`config.mk`:
```
export PLATFORM = sky130hd
export DESIGN_NAME = sha_padder_flat
export DESIGN_NICKNAME = d
export VERILOG_FILES = /design/src/rtl/sha.sv /design/src/rtl/sha_padder_if.sv /design/src/rtl/sha_padder.sv /design/src/flat_wrapper.sv
export SDC_FILE = /design/constraint.sdc
export NUM_CORES = 2
export LEC_CHECK = 0
export CORE_AREA = 4 4 410 412
export CTS_CLUSTER_DIAMETER = 50
export DETAILED_ROUTE_END_ITERATION = 8
export DIE_AREA = 0 0 414 416
export DONT_BUFFER_PORTS = 1
export GPL_TIMING_DRIVEN = 0
export PLACE_DENSITY_LB_ADDON = 0.25
export SYNTH_ARGS = -nofsm -noshare
export SYNTH_HDL_FRONTEND = slang
export SYNTH_SLANG_ARGS = --single-unit
```
`constraint.sdc`:
```
create_clock -name clk -period 3.5 [get_ports clk]
set_input_delay 0 -clock clk [delete_from_list [all_inputs] [get_ports clk]]
set_output_delay 0 -clock clk [all_outputs]
set_load 0.02 [all_outputs]
```
`src/rtl/sha.sv`:
```
// sha: shared types and helpers for the SHA padder and engine.
//   mode_t      - hash variant; selects block size and length-field layout
//   msg_block_t - 1024-bit message block with 32-bit and 64-bit word views;
//                 w32[i] = bits [32i+31:32i]
//   PAD_WORD    - the 0x80 terminator byte sitting in the leading byte of a word
//   block_words - words per block (NW): 16 or 32
//   len_pos     - first word slot of the length field (LP): 14 or 28
package sha;

  typedef enum logic [2:0] {
    sha1       = 3'd0,
    sha224     = 3'd1,
    sha256     = 3'd2,
    sha384     = 3'd3,
    sha512     = 3'd4,
    sha512_224 = 3'd5,
    sha512_256 = 3'd6
  } mode_t;

  typedef union packed {
    logic [31:0][31:0] w32;
    logic [15:0][63:0] w64;
  } msg_block_t;

  localparam logic [31:0] PAD_WORD = 32'h8000_0000;

  function automatic logic is_64bit(input mode_t mode);
    return (mode == sha384) || (mode == sha512) ||
           (mode == sha512_224) || (mode == sha512_256);
  endfunction

  function automatic logic [5:0] block_words(input mode_t mode);
    return is_64bit(mode) ? 6'd32 : 6'd16;
  endfunction

  function automatic logic [5:0] len_pos(input mode_t mode);
    return is_64bit(mode) ? 6'd28 : 6'd14;
  endfunction

endpackage

```
`src/rtl/sha_padder_if.sv`:
```
// sha_padder_if: word-stream input and block output of the SHA padder.
//   in_valid/in_ready   - word handshake
//   in_data             - 32-bit big-endian word, [31:24] earliest byte
//   in_nbytes           - valid leading bytes (0..4)
//   in_last             - final word of the message
//   in_mode             - hash mode, taken from the first word of a message
//   out_valid/out_ready - block handshake toward the engine
//   out_msg             - padded block
//   out_mode            - mode of the message being emitted
//   out_new_msg         - block is the first of its message
// Modports: master drives the word stream and consumes blocks;
// slave is the padder itself.
interface sha_padder_if;
  import sha::*;

  logic       in_valid;
  logic       in_ready;
  logic [31:0] in_data;
  logic [2:0] in_nbytes;
  logic       in_last;
  mode_t      in_mode;
  logic       out_valid;
  logic       out_ready;
  msg_block_t out_msg;
  mode_t      out_mode;
  logic       out_new_msg;

  modport master (
    output in_valid, in_data, in_nbytes, in_last, in_mode, out_ready,
    input  in_ready, out_valid, out_msg, out_mode, out_new_msg
  );

  modport slave (
    input  in_valid, in_data, in_nbytes, in_last, in_mode, out_ready,
    output in_ready, out_valid, out_msg, out_mode, out_new_msg
  );

endinterface

```
`src/rtl/sha_padder.sv`:
```
// sha_padder: FIPS 180-4 message padding in front of sha_engine.
// Takes one 32-bit word per cycle, appends the 0x80 terminator, zero fill
// and the bit-length field, and emits whole 512/1024-bit blocks.
//   clk  - rising-edge clock
//   rstn - asynchronous active-low reset
//   bus  - sha_padder_if.slave (word input, block output)
//
// state   | meaning
// --------+-----------------------------------------------------------
// ST_FILL | accepting message words into the block buffer
// ST_PAD  | one cycle: place terminator and/or length field
// ST_SEND | block presented on out_msg, waiting for out_ready
module sha_padder
  import sha::*;
(
  input logic         clk,
  input logic         rstn,
  sha_padder_if.slave bus
);

  localparam logic [1:0] ST_FILL = 2'd0;
  localparam logic [1:0] ST_PAD  = 2'd1;
  localparam logic [1:0] ST_SEND = 2'd2;

  logic [1:0]  state_q;
  logic [5:0]  ptr_q;
  logic [60:0] byte_cnt_q;
  msg_block_t  buf_q;
  mode_t       mode_q;
  logic        armed_q;     // next accepted word starts a new message
  logic        new_msg_q;
  logic        pad_pend_q;  // terminator word still owed
  logic        len_pend_q;  // length field still owed (needs a fresh block)
  logic        final_q;     // block in ST_SEND closes the message

  mode_t       cur_mode;
  logic [5:0]  nw_cur;
  logic [5:0]  lp_cur;
  logic [4:0]  wr_idx;
  logic [5:0]  ptr_inc;
  logic [5:0]  pad_ptr;
  logic [63:0] bit_len;
  logic        accept;

  // Keep the leading nbytes, drop the 0x80 right after them, zero the rest.
  function automatic logic [31:0] pad_last(input logic [31:0] data,
                                           input logic [2:0]  nbytes);
    case (nbytes)
      3'd0:    return PAD_WORD;
      3'd1:    return {data[31:24], 8'h80, 16'h0000};
      3'd2:    return {data[31:16], 8'h80, 8'h00};
      3'd3:    return {data[31:8], 8'h80};
      default: return data;
    endcase
  endfunction

  // The first word of a message uses in_mode before it is latched.
  assign cur_mode = armed_q ? bus.in_mode : mode_q;
  assign nw_cur   = block_words(cur_mode);
  assign lp_cur   = len_pos(cur_mode);
  assign wr_idx   = 5'(nw_cur - 6'd1 - ptr_q);
  assign ptr_inc  = ptr_q + 6'd1;
  assign pad_ptr  = pad_pend_q ? ptr_inc : ptr_q;
  assign bit_len  = {byte_cnt_q, 3'b000};
  assign accept   = bus.in_valid && (state_q == ST_FILL);

  assign bus.in_ready    = (state_q == ST_FILL);
  assign bus.out_valid   = (state_q == ST_SEND);
  assign bus.out_msg     = buf_q;
  assign bus.out_mode    = mode_q;
  assign bus.out_new_msg = new_msg_q;

  always_ff @(posedge clk or negedge rstn) begin
    if (!rstn) begin
      state_q    <= ST_FILL;
      ptr_q      <= '0;
      byte_cnt_q <= '0;
      buf_q      <= '0;
      mode_q     <= sha1;
      armed_q    <= 1'b1;
      new_msg_q  <= 1'b0;
      pad_pend_q <= 1'b0;
      len_pend_q <= 1'b0;
      final_q    <= 1'b0;
    end else begin
      case (state_q)
        ST_FILL: begin
          if (accept) begin
            if (armed_q) begin
              mode_q    <= bus.in_mode;
              new_msg_q <= 1'b1;
              armed_q   <= 1'b0;
            end
            buf_q.w32[wr_idx] <= bus.in_last ? pad_last(bus.in_data, bus.in_nbytes)
                                             : bus.in_data;
            ptr_q      <= ptr_inc;
            byte_cnt_q <= byte_cnt_q + 61'(bus.in_nbytes);
            if (bus.in_last) begin
              pad_pend_q <= (bus.in_nbytes >= 3'd4);
              state_q    <= ST_PAD;
            end else if (ptr_inc == nw_cur) begin
              final_q <= 1'b0;
              state_q <= ST_SEND;
            end
          end
        end

        ST_PAD: begin
          state_q <= ST_SEND;
          if (ptr_q == nw_cur) begin
            // Buffer already full: flush it and finish in a fresh block.
            final_q    <= 1'b0;
            len_pend_q <= 1'b1;
          end else begin
            if (pad_pend_q) buf_q.w32[wr_idx] <= PAD_WORD;
            ptr_q      <= pad_ptr;
            pad_pend_q <= 1'b0;
            if (pad_ptr <= lp_cur) begin
              // Length always lands in the last two words; for 64-bit modes
              // the upper half of the 128-bit field stays zero.
              buf_q.w32[1] <= bit_len[63:32];
              buf_q.w32[0] <= bit_len[31:0];
              final_q      <= 1'b1;
              len_pend_q   <= 1'b0;
            end else begin
              final_q    <= 1'b0;
              len_pend_q <= 1'b1;
            end
          end
        end

        ST_SEND: begin
          if (bus.out_ready) begin
            buf_q     <= '0;
            ptr_q     <= '0;
            new_msg_q <= 1'b0;
            state_q   <= (pad_pend_q || len_pend_q) ? ST_PAD : ST_FILL;
            if (final_q) begin
              byte_cnt_q <= '0;
              armed_q    <= 1'b1;
              final_q    <= 1'b0;
            end
          end
        end

        default: state_q <= ST_FILL;
      endcase
    end
  end

endmodule

```
`src/flat_wrapper.sv`:
```
// flat-port wrapper written by rule: the top's interface ports become plain ports
module sha_padder_flat import sha::*;
  (clk, rstn, bus_in_valid, bus_in_data, bus_in_nbytes, bus_in_last, bus_in_mode, bus_out_ready, bus_in_ready, bus_out_valid, bus_out_msg, bus_out_mode, bus_out_new_msg);
  sha_padder_if bus_i ();
  input logic clk;
  input logic rstn;
  input wire logic [$bits(bus_i.in_valid)-1:0] bus_in_valid;
  input wire logic [$bits(bus_i.in_data)-1:0] bus_in_data;
  input wire logic [$bits(bus_i.in_nbytes)-1:0] bus_in_nbytes;
  input wire logic [$bits(bus_i.in_last)-1:0] bus_in_last;
  input wire logic [$bits(bus_i.in_mode)-1:0] bus_in_mode;
  input wire logic [$bits(bus_i.out_ready)-1:0] bus_out_ready;
  output wire logic [$bits(bus_i.in_ready)-1:0] bus_in_ready;
  output wire logic [$bits(bus_i.out_valid)-1:0] bus_out_valid;
  output wire logic [$bits(bus_i.out_msg)-1:0] bus_out_msg;
  output wire logic [$bits(bus_i.out_mode)-1:0] bus_out_mode;
  output wire logic [$bits(bus_i.out_new_msg)-1:0] bus_out_new_msg;
  assign bus_i.in_valid = bus_in_valid;
  assign bus_i.in_data = bus_in_data;
  assign bus_i.in_nbytes = bus_in_nbytes;
  assign bus_i.in_last = bus_in_last;
  assign bus_i.in_mode = bus_in_mode;
  assign bus_i.out_ready = bus_out_ready;
  assign bus_in_ready = bus_i.in_ready;
  assign bus_out_valid = bus_i.out_valid;
  assign bus_out_msg = bus_i.out_msg;
  assign bus_out_mode = bus_i.out_mode;
  assign bus_out_new_msg = bus_i.out_new_msg;
  sha_padder u_core (.clk(clk), .rstn(rstn), .bus(bus_i));
endmodule
```
==> flow_summary.toml <==
[synth]
synth_ff_type = "dfrtp_1"
syn-num-nets = 3423
seq_area_frac_synth = 0.6318
ys_seq_elements = 1101
synth_cell_types = 84
synth_cells = 3366
synth_xor_area_frac = 0.009639
yosysWarnings = 0
synth_top_family_by_area = "compound AO/OA/AOI/OAI gates"
syn_area_sq_um = 43610
avgSynthCellArea_sq_um = 12.96
synth_edf_count = 0
synth-simple-area-share = 0.06613
synth_compound_area_frac = 0.2413
synth-adder-area-share = 0.004189
synth.area.mux_share = 0.001721
synthArstFlopShare = 1.000

[global_routing]
antenna_found_initial = 10
gr-total-overflow = 0
grt_use_total = 0.2498
grt_max_degree = 1102
grt_pass1_wl_microns = 299400
grt_pass1_vias = 31660

[power]
p_per_area_nw_per_um2 = 957.6
leakage_uw = 0.02497
totalPowerFinal_uw = 51730
ir_drop_uv = 478.7

[worst_setup_path]
path_cells = "a21bo_1 > and3_4 > nor2_4 > inv_2 > ha_4 > and4bb_1 > a32oi_2 > and2_4 > o32ai_4 > buf_6 > o311ai_4 > buf_6 > buf_4 > nand2_1 > a2bb2oi_1"
path_buf_inv = 4
r2r_slack_ps = 40
start_kind = "flop"
critPathSlowestCell = "o311ai_4"
cp_max_fo = 7
cp_common_cell = "buf_6"
reg2regPathDepth = 15
critPathRequiredTime_ps = 4220
arrival_ps = 4180
critPathKind = "flop to flop"
critical_path.top_delay_family = "compound AO/OA/AOI/OAI gates"
slowest_delay_ps = 610
worst_setup_path_end_kind = "flop"
reg2reg_from = "u_core.bus.out_mode[1]"

[sta]
finalHoldViolations = 200
rsz0062_at_grt = "yes"
finalSetupViolations = 0
tightest_slew_ps = 1526
fin_crit_sh = 0.9882
holdWs_ps = -277.6
fin_worst_skew_ps = 52.27
fmax_mhz = 289.1
finalMaxSlewViolations = 41
finalCriticalPeriod_ps = 3459
slew_headroom = -0.01700

[finish]
final_common_cell = "dfrtp_1"
layout_common_cells = "dfrtp_1, a22o_1, clkbuf_1, clkbuf_16, buf_2"
syn2layout_area_growth_pct = 23.87
fin_nets = 3697
finalCoreUtilization = 0.3286
drive_above_1_share = 0.1860

[cts]
clock-sinks = 1101
clk_latency_ps = 800
numCtsBuffers = 146
tritoncts = "built"
cts_buffer_depth = 3
cts_max_level = 4
clk_pin_slew_worst_paths_ps = 60
cts_root_buf = "clkbuf_16"

[die]
die_w_microns = 414
dieArea_sq_um = 172200
start_util = 0.2652
coreArea_sq_um = 164400
io_pins = 1073
die_h_microns = 416
std_cell_rows = 149

[detailed_routing]
finalWirelength_microns = 223900
routed-via-count = 32750
wl_per_cell_microns = 37.60
drc = 0
first_pass_iters = 5
via_per_inst = 5.500
drt_iter0_markers = 3336
ant_nets = 0

[placed_design]
place.gp.congestion = 0.8640
hpwl_microns = 164600
portBuffers = 0

[job]
max_cap_viol_count = 0

[min_path]
hp-class = "primary input to asynchronous set/reset pin"

[run_status]
violations = "negative hold slack, max-slew violations"
status = "finished with violations"
==> metrics by stage <==
stage                     cells  area [sq um]  setup slack (ps)  TNS (ps)
after floorplan            3366         43610             103.4         0
after global placement     5555         46350             -1690   -858290
final                      5955         54030             41.33         0
after global routing       5948         54010            -17.99    -34.80
after CTS                  5916         53230           -0.1803   -0.1803
after detailed placement   5563         46550             -1410   -673480
==> report_power, final <==
part | leakage [uW] | internal, uW | total [uW] | switching, uW
logic | 0.00718 | 5180 | 15700 | 10600
registers | 0.0152 | 14700 | 19800 | 5120
clock network | 0.00255 | 9800 | 16200 | 6410
total | 0.0250 | 29700 | 51700 | 22100
==> Yosys cell counts, types with 13 or more instances <==
| cell | count | area (sq um) |
|---|---|---|
| and2_1 | 37 | 231.5 |
| o22ai_1 | 17 | 106.4 |
| buf_4 | 53 | 397.9 |
| nor2b_1 | 13 | 81.33 |
| dfrtp_1 | 1100 | 27530 |
| a22o_1 | 872 | 7637 |
| xnor2_1 | 25 | 219.0 |
| a21oi_1 | 107 | 535.5 |
| o21ai_0 | 70 | 350.3 |
| nor3_2 | 14 | 140.1 |
| and3_1 | 33 | 206.5 |
| nor3_1 | 28 | 140.1 |
| nand2_1 | 90 | 337.8 |
| nand3_1 | 90 | 450.4 |
| clkbuf_1 | 177 | 664.4 |
| o22a_1 | 29 | 254.0 |
| xor2_1 | 23 | 201.4 |
| or3_1 | 18 | 112.6 |
| o21ai_1 | 21 | 105.1 |
| o2bb2ai_1 | 28 | 245.2 |
| and4_1 | 14 | 122.6 |
| a221oi_1 | 29 | 254.0 |
| buf_2 | 137 | 685.7 |
| inv_1 | 37 | 138.9 |
| a31oi_4 | 17 | 361.6 |
| nor2_1 | 113 | 424.2 |
| nand4_1 | 16 | 100.1 |
| ha_1 | 13 | 162.7 |
==> final cells by class <==
type	count	area (sq um)
Clock inverter	72	1190
Multi-Input combinational cell	1850	14590
Inverter	38	142.6
Tap cell	2189	2739
Fill cell	16400	110400
Clock buffer	195	4068
Timing Repair Buffer	133	1742
Antenna cell	7	17.52
Sequential cell	1101	27560
Buffer	370	1982
==> worst max path at each step <==
stage / startpoint / endpoint / slack (ps) / depth (start not counted)
after global placement: u_core.state_q[1] / flop / -1690 / 10
after detailed placement: u_core.state_q[1] / flop / -1410 / 10
after floorplan: u_core.bus.out_mode[2] / flop / 100 / 16
final: u_core.bus.out_mode[1] / flop / 40 / 15
after global routing: u_core.ptr_q[0] / flop / -20 / 15
after CTS: u_core.ptr_q[0] / flop / -0.2 / 11
==> tightest hold or removal path, cell delays in order <==
cell and delay (ps):
buf_16 80, buf_16 90, buf_16 90, buf_16 90, buf_16 110, buf_16 610
==> layer usage <==
| layer | vias up | GRT usage | part of all wire |
|---|---|---|---|
| li1 | 13250 | - | - |
| met1 | 17420 | 0.2905 | 0.37 |
| met2 | 1712 | 0.4150 | 0.49 |
| met3 | 369 | 0.09558 | 0.097 |
| met4 | 0 | 0.09947 | 0.045 |
| met5 | - | 0 | 0 |
==> timing repair <==
item                                   4_1_cts  5_1_grt
hold buffers                                47        8
gates resized for setup                    111       56
pin swaps                                   26       20
setup endpoints to repair                  993      917
endpoints found under the hold margin     1196      260
setup buffers                               42       20
cloned                                       2        1
==> cell families (layout without fill, tap and decap cells) <==
| logic type | after synthesis | after routing |
|---|---|---|
| AO/OA/AOI/OAI | 1259 | 1259 |
| multiplexers | 7 | 7 |
| AND/OR/NAND/NOR | 522 | 522 |
| adder cells (fa/ha/maj) | 14 | 14 |
| XOR/XNOR | 48 | 48 |
| buffers and inverters | 415 | 808 |
| flip-flops | 1101 | 1101 |
| other | 0 | 7 |
Note: power is estimated with default switching activity, not from simulation.
